`config.mk`:
```
export PLATFORM = sky130hd
export DESIGN_NAME = four_bit_serial_sub
export DESIGN_NICKNAME = d
export VERILOG_FILES = /design/src/rtl/four_bit_serial_sub.sv
export SDC_FILE = /design/constraint.sdc
export NUM_CORES = 1
export LEC_CHECK = 0
export CORE_UTILIZATION = 41
export DETAILED_ROUTE_END_ITERATION = 7
export PLACE_DENSITY = 0.66
export SYNTH_ARGS = -nofsm -noshare
export SYNTH_HDL_FRONTEND = slang
export SYNTH_SLANG_ARGS = --single-unit
```
`constraint.sdc`:
```
create_clock -name clk -period 2.05 [get_ports clk]
set_input_delay 0.3075 -clock clk [delete_from_list [all_inputs] [get_ports clk]]
set_output_delay 0.3075 -clock clk [all_outputs]
set_load 0.02 [all_outputs]
```
`src/rtl/four_bit_serial_sub.sv`:
```
// ============================================================================
//  Module      : four_bit_serial_sub
//  Description : Bit-serial borrow-ripple subtractor, d = a - b - bin, LSB
//                first through one full-subtractor cell, start/busy/done.
//  Revision    : 1.0 - initial release
// ============================================================================
`default_nettype none

module four_bit_serial_sub #(
    parameter int WIDTH = 4
) (
    input  logic             clk,
    input  logic             rst,
    input  logic             start,
    input  logic [WIDTH-1:0] a,
    input  logic [WIDTH-1:0] b,
    input  logic             bin,
    output logic             busy,
    output logic             done,
    output logic [WIDTH-1:0] d,
    output logic             bo
);

    localparam int c_CW = (WIDTH > 2) ? $clog2(WIDTH) : 1;
    localparam logic [c_CW-1:0] c_LAST = c_CW'(WIDTH - 1);

    typedef enum logic [0:0] {
        S_IDLE = 1'b0,
        S_RUN  = 1'b1
    } state_t;

    state_t            r_state;
    logic [WIDTH-1:0]  r_a;
    logic [WIDTH-1:0]  r_b;
    logic [WIDTH-1:0]  r_r;
    logic [c_CW-1:0]   r_cnt;
    logic              r_br;
    logic              r_busy;
    logic              r_done;
    logic [WIDTH-1:0]  r_d;
    logic              r_bo;

    logic              w_diff;
    logic              w_bnext;
    logic [WIDTH-1:0]  w_rnext;

    // Single full-subtractor cell operating on the current LSBs.
    assign w_diff  = r_a[0] ^ r_b[0] ^ r_br;
    assign w_bnext = (~r_a[0] & r_b[0]) | (~r_a[0] & r_br) | (r_b[0] & r_br);
    assign w_rnext = {w_diff, r_r[WIDTH-1:1]};

    always_ff @(posedge clk or posedge rst) begin
        if (rst) begin
            r_state <= S_IDLE;
            r_a     <= '0;
            r_b     <= '0;
            r_r     <= '0;
            r_cnt   <= '0;
            r_br    <= 1'b0;
            r_busy  <= 1'b0;
            r_done  <= 1'b0;
            r_d     <= '0;
            r_bo    <= 1'b0;
        end else begin
            r_done <= 1'b0;
            case (r_state)
                S_IDLE: begin
                    if (start) begin
                        r_a     <= a;
                        r_b     <= b;
                        r_br    <= bin;
                        r_cnt   <= '0;
                        r_busy  <= 1'b1;
                        r_state <= S_RUN;
                    end
                end
                S_RUN: begin
                    r_a   <= r_a >> 1;
                    r_b   <= r_b >> 1;
                    r_br  <= w_bnext;
                    r_r   <= w_rnext;
                    r_cnt <= r_cnt + c_CW'(1);
                    // Results are published only here so d/bo stay stable during RUN.
                    if (r_cnt == c_LAST) begin
                        r_d     <= w_rnext;
                        r_bo    <= w_bnext;
                        r_done  <= 1'b1;
                        r_busy  <= 1'b0;
                        r_state <= S_IDLE;
                    end
                end
                default: r_state <= S_IDLE;
            endcase
        end
    end

    assign busy = r_busy;
    assign done = r_done;
    assign d    = r_d;
    assign bo   = r_bo;

endmodule

`default_nettype wire

```
Word level (Yosys, flattened, before mapping)

Cells that the tools add are included.
W data, S select, Z words.

Memories: 0
Bits in read-only memories: 0
Output and inout port bits: 7
Bits of input ports: 12
Flip-flop bits (word level): 23
Bits in latches: 0
Bits in writable memories: 0

Reduce and logical (&&, ||, !) cells: 2
Muxes and demuxes: 16
Eq/ne operators: 3
$mul: 0
Divide/modulo/power cells: 0
Shift-type cells: 0
Magnitude comparators: 0
Bitwise gates (word level): 9
Add/subtract/negate cells: 1

Operators with widths:

| operator              | count |
|---|---|
| $pmux W4 S2           | 2 |
| $mux W4               | 2 |
| $mux W1               | 7 |
| $pmux W1 S2           | 3 |
| $pmux W2 S2           | 1 |
| $reduce_and A2 Y1     | 2 |
| $and A1 B1 Y1         | 3 |
| $add A2 B1 Y2 const B | 1 |
| $eq A2 B2 Y1 const B  | 1 |
| $mux W2               | 1 |
| $ne A2 B1 Y1 const B  | 1 |
| $ne A2 B2 Y1 const B  | 1 |
| $not A1 Y1            | 2 |
| $or A1 B1 Y1          | 2 |
| $xor A1 B1 Y1         | 2 |

Longest topological paths before layout

Gate-level depths: netlist of run 1.

Depth in word-level cells: 5
Depth in mapped cells: 4

Least setup slack after synthesis of run 1

OpenSTA, ideal clock, no wires.

Path type: flip-flop to flip-flop
From: register r_a[0]
To: register r_bo (netlist: bo)
Arrival: 1.055 ns
Path buffers: 0
Clock period less this slack: 1.180 ns
Cell stages (with the launch flop): 4
Setup slack: 0.870 ns
Cells stage by stage: dfrtp_1 inv_1 fa_1 mux2_4

Word-level cells in the longest chain between the ends: 4
Elaborated cells on any way between the ends: 5

Ends and longest elaborated chain:

| what                           | RTL line | text |
|---|---|---|
| start, declared                | 33       | `logic [WIDTH-1:0] r_a;` |
| start signal, assigned         | 78       | `r_a <= r_a >> 1;` |
| $not A1 Y1 (*)                 | 49       | `assign w_bnext = (~r_a[0] & r_b[0]) \| (~r_a[0] & r_br) \| (r_b[0] & r_br);` |
| $and A1 B1 Y1                  | 49       |  |
| $or A1 B1 Y1 (*) (2 in series) | 49       |  |
| named net w_bnext              | 44       | `logic w_bnext;` |
| end signal, assigned           | 86       | `r_bo <= w_bnext;` |
| end, declared                  | 41       | `logic r_bo;` |

Mark *: on every way through the listed nets, which the timed path passes. The rest lies on a longest branch.
A chain may end at the register's enable or synchronous reset.

Final worst setup path of run 1

From: register r_busy (netlist: busy)
To: output busy

RTL lines:

| what                   | RTL line | text |
|---|---|---|
| start, declared        | 38       | `logic r_busy;` |
| start signal, assigned | 60       | `r_busy <= 1'b0;` |
| start signal, assigned | 73       | `r_busy <= 1'b1;` |
| start signal, assigned | 88       | `r_busy <= 1'b0;` |
| end, declared          | 18       | `output logic busy,` |

No word-level cell between the ends.

==> key figures, run 1 <==
Placement
  • Port bufs: 18
  • Routability Congestion: 0.652
  • DPL Wire Length: 1040 µm

Outcome
  • Status: complete, no violations

Power and ir drop
  • Combinational fraction of design power: 41.6%
  • Net switching power: 538 µW
  • Pwr dens: 1370 nW/µm²
  • Pleak: 0.563 nW
  • Sequential share of power: 46.6%
  • Net Sw Frac: 33.4%
  • Peak VDD IR: 0.572 mV
  • Clk pwr share: 11.8%
  • Power after layout: 1.61 mW
  • Cell-internal power: 1.07 mW

Route
  • Vias: 592
  • Vias per inst: 4.85
  • Initial drt markers: 5
  • Final wirelength: 1400 µm
  • DRC viols: 0
  • Number of antenna-violating nets in the routed design: 0
  • DRT Pass-1 Iters: 2
  • DR WL/cell: 11.5 µm

Setup path
  • Crit-path cells: clkdlybuf4s50_1
  • Critical path type: reg2out
  • Bufs and invs on worst path: 1
  • Critical Path RT: 1.74 ns
  • CP max-delay cell: clkdlybuf4s50_1
  • R2R Path Start: r_state
  • Slowest cell delay on critical path: 0.61 ns
  • Family with the most delay on the worst path: buffers and inverters
  • Reg-to-reg critical path endpoint: r_r[2]
  • Worst EP arrival: 1.29 ns
  • Worst Reg-to-Reg Cells: 2
  • Reg2reg setup slack: 0.71 ns
  • Startpoint Class: flip-flop
  • Max Fanout on Critical Path: 3
  • Setup crit end kind: output pin

Global route
  • Gr ovfl total: 0
  • Via count of the first global-routing pass: 601
  • First-pass GRT wire length: 2580 µm
  • GRT Total Usage: 13.7%
  • Initial antenna violation count: 0
  • Largest net degree at the start of global routing: 23

Clock tree
  • CTS tree: built
  • Post-CTS setup buffers: 0
  • Clock latency on the worst-skew pair: 0.29 ns
  • Hold buffers post-CTS: 0
  • Reg clk slew, reported paths: 0.12 ns
  • CTS max path bufs: 2
  • CTS sink cnt: 22
  • Number of buffers created by CTS: 3
  • CTS resizes: 0
  • Max H-tree Level: 1
  • CTS Root Cell: clkbuf_4

Logic synthesis
  • Synth area leaders: dfrtp_1, mux2i_1, mux2_4
  • Synthesized instance count: 74
  • Synth Area in Compound Gates: 6.34%
  • Yosys top cell by area: dfrtp_1
  • Synth Area in Simple Gates: 5.94%
  • Post-Synth Adder-Cell Area: 3.43%
  • Multiplexer share of the synthesized area: 20.5%
  • Synthesized area: 947 µm²
  • Post-synthesis register bit count: 22
  • Largest family of logic cells by synthesized area: multiplexers
  • Share of the synthesized area in the top cell type: 58.1%
  • Syn_area_per_cell: 12.8 µm²
  • XOR/XNOR Fraction of Synth Area: 0%
  • Sequential share of the synthesized area: 58.1%
  • Post-synth cell types: 17
  • Warnings, synthesis: 0
  • Post-Syn Nets: 88

Timing
  • Period minus WS final: 1.60 ns
  • Setup violators final: 0
  • RSZ-0062 raised after global routing: false
  • Setup TNS: 0 ns
  • Final Slew Violations: 0
  • Maximum clock frequency: 0.626 GHz
  • Rel. slew slack: 71.0%
  • Skew final: 0.00345 ns
  • Worst Max-Slew Pin Slew: 0.435 ns
  • Hold Violations, Final: 0
  • Tcrit/Tclk final: 77.9%

Die
  • Chip width: 50.1 µm
  • Num rows: 17
  • Starting Density: 43.2%
  • Core box area: 2190 µm²
  • Full die area: 2510 µm²
  • I/O Pins: 19
  • DIE HEIGHT: 50.1 µm

Final layout
  • Register area: 551 µm²
  • Area occupied by multi-input gates: 343 µm²
  • N_diodes: 0
  • Fin nets: 110
  • Fraction of layout instances using a drive strength above 1: 14.9%
  • Layout-stage area growth over the synthesis result: 23.8%
  • Final-layout fill cell count: 200

Worst hold path
  • Hold WC Path Type: in2async

Run
  • Maxcap violations: 0
[Yosys cell counts]
| library cell | n |
|---|---|
| a21oi_1 | 2 |
| a22o_1 | 1 |
| buf_2 | 1 |
| buf_4 | 1 |
| buf_6 | 2 |
| dfrtp_1 | 22 |
| fa_1 | 1 |
| ha_1 | 1 |
| inv_1 | 5 |
| mux2_2 | 3 |
| mux2_4 | 4 |
| mux2i_1 | 10 |
| nand2_1 | 7 |
| nand2_4 | 1 |
| nor2_1 | 5 |
| o21ai_0 | 7 |
| o22ai_1 | 1 |
[worst max-delay path by stage]
stage	slack (ns)	start	cells past startpoint	endpoint
2_1_floorplan	0.87	r_a[0]	3	bo
3_3_place_gp	0.43	start	4	r_a[0]
3_5_place_dp	0.41	start	4	r_b[2]
4_1_cts	0.43	busy	1	busy
5_1_grt	0.38	busy	1	busy
6_report	0.45	busy	1	busy
[routing by layer]
metal	wire (µm)	share of wire, %	global-route usage, %
met3	54	3.9	2.78
met2	691	49	22.9
met5	0	0	0
met1	653	47	16.9
met4	0	0	5.71
[per-stage QoR]
stage	worst slack, ns	std cells	hold WS (ns)	cell area [µm²]	utilization, %
6_report	0.452	122	0.333	1170	53.5
5_1_grt	0.384	122	0.344	1170	53.5
4_1_cts	0.431	122	0.338	1170	53.5
3_5_place_dp	0.406	119	0.465	1150	52.5
3_3_place_gp	0.426	119	0.464	1150	52.5
2_1_floorplan	0.870	74	0.297	947	-
[power by group through the flow]
stage	sequential (mW)	clock, mW	combinational [mW]
after floorplan	0.800	0	0.426
after global placement	0.755	0	0.665
after detailed placement	0.763	0	0.683
after CTS	0.754	0.200	0.682
after global routing	0.782	0.218	0.749
final	0.751	0.189	0.670
[registers in the layout, summed over array words and instances, names as in the netlist]
name     count
bo           1
busy         1
d            4
done         1
r_a          4
r_b          4
r_br         1
r_cnt        2
r_r          3
r_state      1
[cell families (layout without fill, tap and decap cells)]
logic type               count (synthesis)  after routing
flip-flops                              22             22
multiplexers                            17             17
AND/OR/NAND/NOR                         13             13
AO/OA/AOI/OAI                           11             11
buffers and inverters                    9             29
adder cells (fa/ha/maj)                  2              2
[cell usage in the layout, fill, tap and decap left out]
cell / n
a21oi_1: 2
a22o_1: 1
buf_4: 3
clkbuf_4: 3
clkdlybuf4s50_1: 18
dfrtp_1: 22
fa_1: 1
ha_1: 1
inv_1: 5
mux2_2: 3
mux2_4: 4
mux2i_1: 10
nand2_1: 7
nand2_4: 1
nor2_1: 5
o21ai_0: 7
o22ai_1: 1
[area by class of cell]
cell class,count,area share (%)
flip-flops and latches,22,47.0
multi-input cells,43,29.2
repair buffers,21,17.3
well taps,28,2.99
clock buffers,3,1.92
inverters,5,1.60
No activity file was read; power rests on OpenSTA's default activity.
==> run 2: changes to the inputs <==
- PLACE_DENSITY: 0.66 -> 0.68
- clock period: 2.05 -> 1.3 ns (I/O delays scaled with it)
==> key figures, run 2 (synthesis gave the netlist of run 1 again) <==
Outcome
  • Status: complete, no violations (unchanged)

Global route
  • Largest net degree at the start of global routing: 23 (unchanged)
  • First-pass GRT wire length: 2550 µm (was 2580 µm)
  • Via count of the first global-routing pass: 596 (was 601)
  • Gr ovfl total: 0 (unchanged)
  • GRT Total Usage: 13.8% (was 13.7%)
  • Initial antenna violation count: 0 (unchanged)

Die
  • DIE HEIGHT: 50.1 µm (unchanged)
  • I/O Pins: 19 (unchanged)
  • Starting Density: 43.2% (unchanged)
  • Num rows: 17 (unchanged)
  • Full die area: 2510 µm² (unchanged)
  • Chip width: 50.1 µm (unchanged)
  • Core box area: 2190 µm² (unchanged)

Setup path
  • Worst Reg-to-Reg Cells: 3 (was 2)
  • Max Fanout on Critical Path: 6 (was 3)
  • Critical path type: reg2reg (was reg2out)
  • Reg-to-reg critical path endpoint: bo (was r_r[2])
  • Setup crit end kind: flip-flop (was output pin)
  • Startpoint Class: flip-flop (unchanged)
  • CP max-delay cell: dfrtp_1 (was clkdlybuf4s50_1)
  • Bufs and invs on worst path: 0 (was 1)
  • R2R Path Start: r_cnt[0] (was r_state)
  • Family with the most delay on the worst path: flip-flops (was buffers and inverters)
  • Critical Path RT: 1.49 ns (was 1.74 ns)
  • Slowest cell delay on critical path: 0.42 ns (was 0.61 ns)
  • Crit-path cells: ha_1 -> nand2_4 -> mux2_4 (was clkdlybuf4s50_1)
  • Worst EP arrival: 1.44 ns (was 1.29 ns)
  • Reg2reg setup slack: 0.06 ns (was 0.71 ns)

Final layout
  • Leading cell type in the layout, fill and taps excluded: dfrtp_1 (unchanged)
  • Commonest non-fill, non-tap cells in the layout: dfrtp_1, clkdlybuf4s50_1, mux2i_1 (unchanged)
  • Layout-stage area growth over the synthesis result: 25.9% (was 23.8%)
  • Register area: 551 µm² (unchanged)
  • Finished Layout Cells: 125 (was 122)
  • Final-layout fill cell count: 212 (was 200)
  • Area occupied by multi-input gates: 343 µm² (unchanged)
  • Fraction of layout instances using a drive strength above 1: 17.5% (was 14.9%)
  • N_diodes: 0 (unchanged)
  • Fin nets: 112 (was 110)

Clock tree
  • CTS sink cnt: 22 (unchanged)
  • Clock latency on the worst-skew pair: 0.30 ns (was 0.29 ns)
  • Number of buffers created by CTS: 3 (unchanged)
  • Reg clk slew, reported paths: 0.12 ns (about the same)
  • CTS max path bufs: 2 (unchanged)
  • CTS tree: built (unchanged)
  • CTS resizes: 7 (was 0)
  • Post-CTS setup buffers: 0 (unchanged)
  • CTS Root Cell: clkbuf_4 (unchanged)
  • Hold buffers post-CTS: 0 (unchanged)
  • Max H-tree Level: 1 (unchanged)

Placement
  • Placed cells: 121 (was 119)
  • DPL Wire Length: 1060 µm (was 1040 µm)
  • Routability Congestion: 0.652 (about the same)
  • Port bufs: 18 (unchanged)

Timing
  • Skew final: 0.00622 ns (was 0.00345 ns)
  • RSZ-0062 raised after global routing: false (unchanged)
  • Rel. slew slack: 79.7% (was 71.0%)
  • Hold Violations, Final: 0 (unchanged)
  • Period minus WS final: 1.24 ns
  • Tcrit/Tclk final: 95.6%
  • Final Slew Violations: 0 (unchanged)
  • Maximum clock frequency: 0.805 GHz
  • Worst Max-Slew Pin Slew: 0.304 ns (was 0.435 ns)
  • Setup violators final: 0 (unchanged)

Route
  • DRC viols: 0 (unchanged)
  • DR WL/cell: 11.7 µm (was 11.5 µm)
  • Vias: 588 (was 592)
  • Number of antenna-violating nets in the routed design: 0 (unchanged)
  • Final wirelength: 1470 µm (was 1400 µm)
  • DRT Pass-1 Iters: 3 (was 2)
  • Vias per inst: 4.70 (was 4.85)
  • Initial drt markers: 1 (was 5)

Power and ir drop
  • Pwr dens: 2150 nW/µm² (was 1370 nW/µm²)
  • Peak VDD IR: 1.02 mV (was 0.572 mV)
  • Net Sw Frac: 33.8% (was 33.4%)
  • Power after layout: 2.56 mW (was 1.61 mW)
  • Combinational fraction of design power: 40.2% (was 41.6%)
  • Pleak: 0.592 nW (was 0.563 nW)
  • Net switching power: 865 µW (was 538 µW)
  • Cell-internal power: 1.69 mW (was 1.07 mW)
  • Sequential share of power: 45.3% (was 46.6%)
  • Clk pwr share: 14.4% (was 11.8%)

Run
  • Maxcap violations: 0 (unchanged)

Worst hold path
  • Hold WC Path Type: in2async (unchanged)
[run 2: cell types whose count changed in the layout (fill, tap and decap cells not counted), sizes merged]
cell | before | now
clkbuf | 3 | 4
clkdlybuf4s50 | 18 | 11
dlygate4sd2 | 0 | 7
buf | 3 | 5
[run 2: cell type report]
type | instances | area share, %
clock buffer | 4 | 3.04
inverter | 5 | 1.57
multi-input combinational | 43 | 28.8
sequential | 22 | 46.2
tap | 28 | 2.94
timing repair buffer | 23 | 17.5
[run 2: layer usage]
metal / GRT usage, % / up-vias / part of all wire, %
met3: 2.78 / 2 / 4.7
li1: - / 292 / -
met2: 22.7 / 15 / 46
met4: 7.14 / 0 / 0.75
met5: 0 / - / 0
met1: 17.0 / 279 / 49
[run 2: how the worst max path moves through the flow]
stage                   from     end  slack (ns)  cells after the start
global route          r_a[0]      bo        0.02                      3
detailed placement     start  r_a[1]       -0.01                      4
floorplan             r_a[0]      bo        0.12                      3
finish              r_cnt[0]      bo        0.06                      3
CTS                 r_cnt[0]      bo        0.05                      3
global placement       start  r_a[2]        0.02                      4
[run 2: through the flow]
step / hold slack [ns] / TNS (ns) / cell area (µm²) / setup slack [ns] / utilization (%)
after floorplan: 0.184 / 0 / 947 / 0.120 / -
after global placement: 0.467 / 0 / 1160 / 0.0227 / 53.2
after detailed placement: 0.477 / -0.0145 / 1160 / -0.0145 / 53.2
after CTS: 0.227 / 0 / 1190 / 0.0495 / 54.4
after global routing: 0.237 / 0 / 1190 / 0.0162 / 54.4
final: 0.219 / 0 / 1190 / 0.0574 / 54.4
[run 2: power groups by stage]
stage | Clock [mW] | Combinational (mW) | Sequential, mW
6_report | 0.369 | 1.03 | 1.16
5_1_grt | 0.411 | 1.14 | 1.20
2_1_floorplan | 0 | 0.671 | 1.26
4_1_cts | 0.387 | 1.05 | 1.17
3_5_place_dp | 0 | 1.12 | 1.18
3_3_place_gp | 0 | 1.09 | 1.18
[run 2: worst min-delay path, cell delays in order]
cell             delay (ns)
clkdlybuf4s50_1        0.40
inv_1                  0.05
buf_4                  0.28
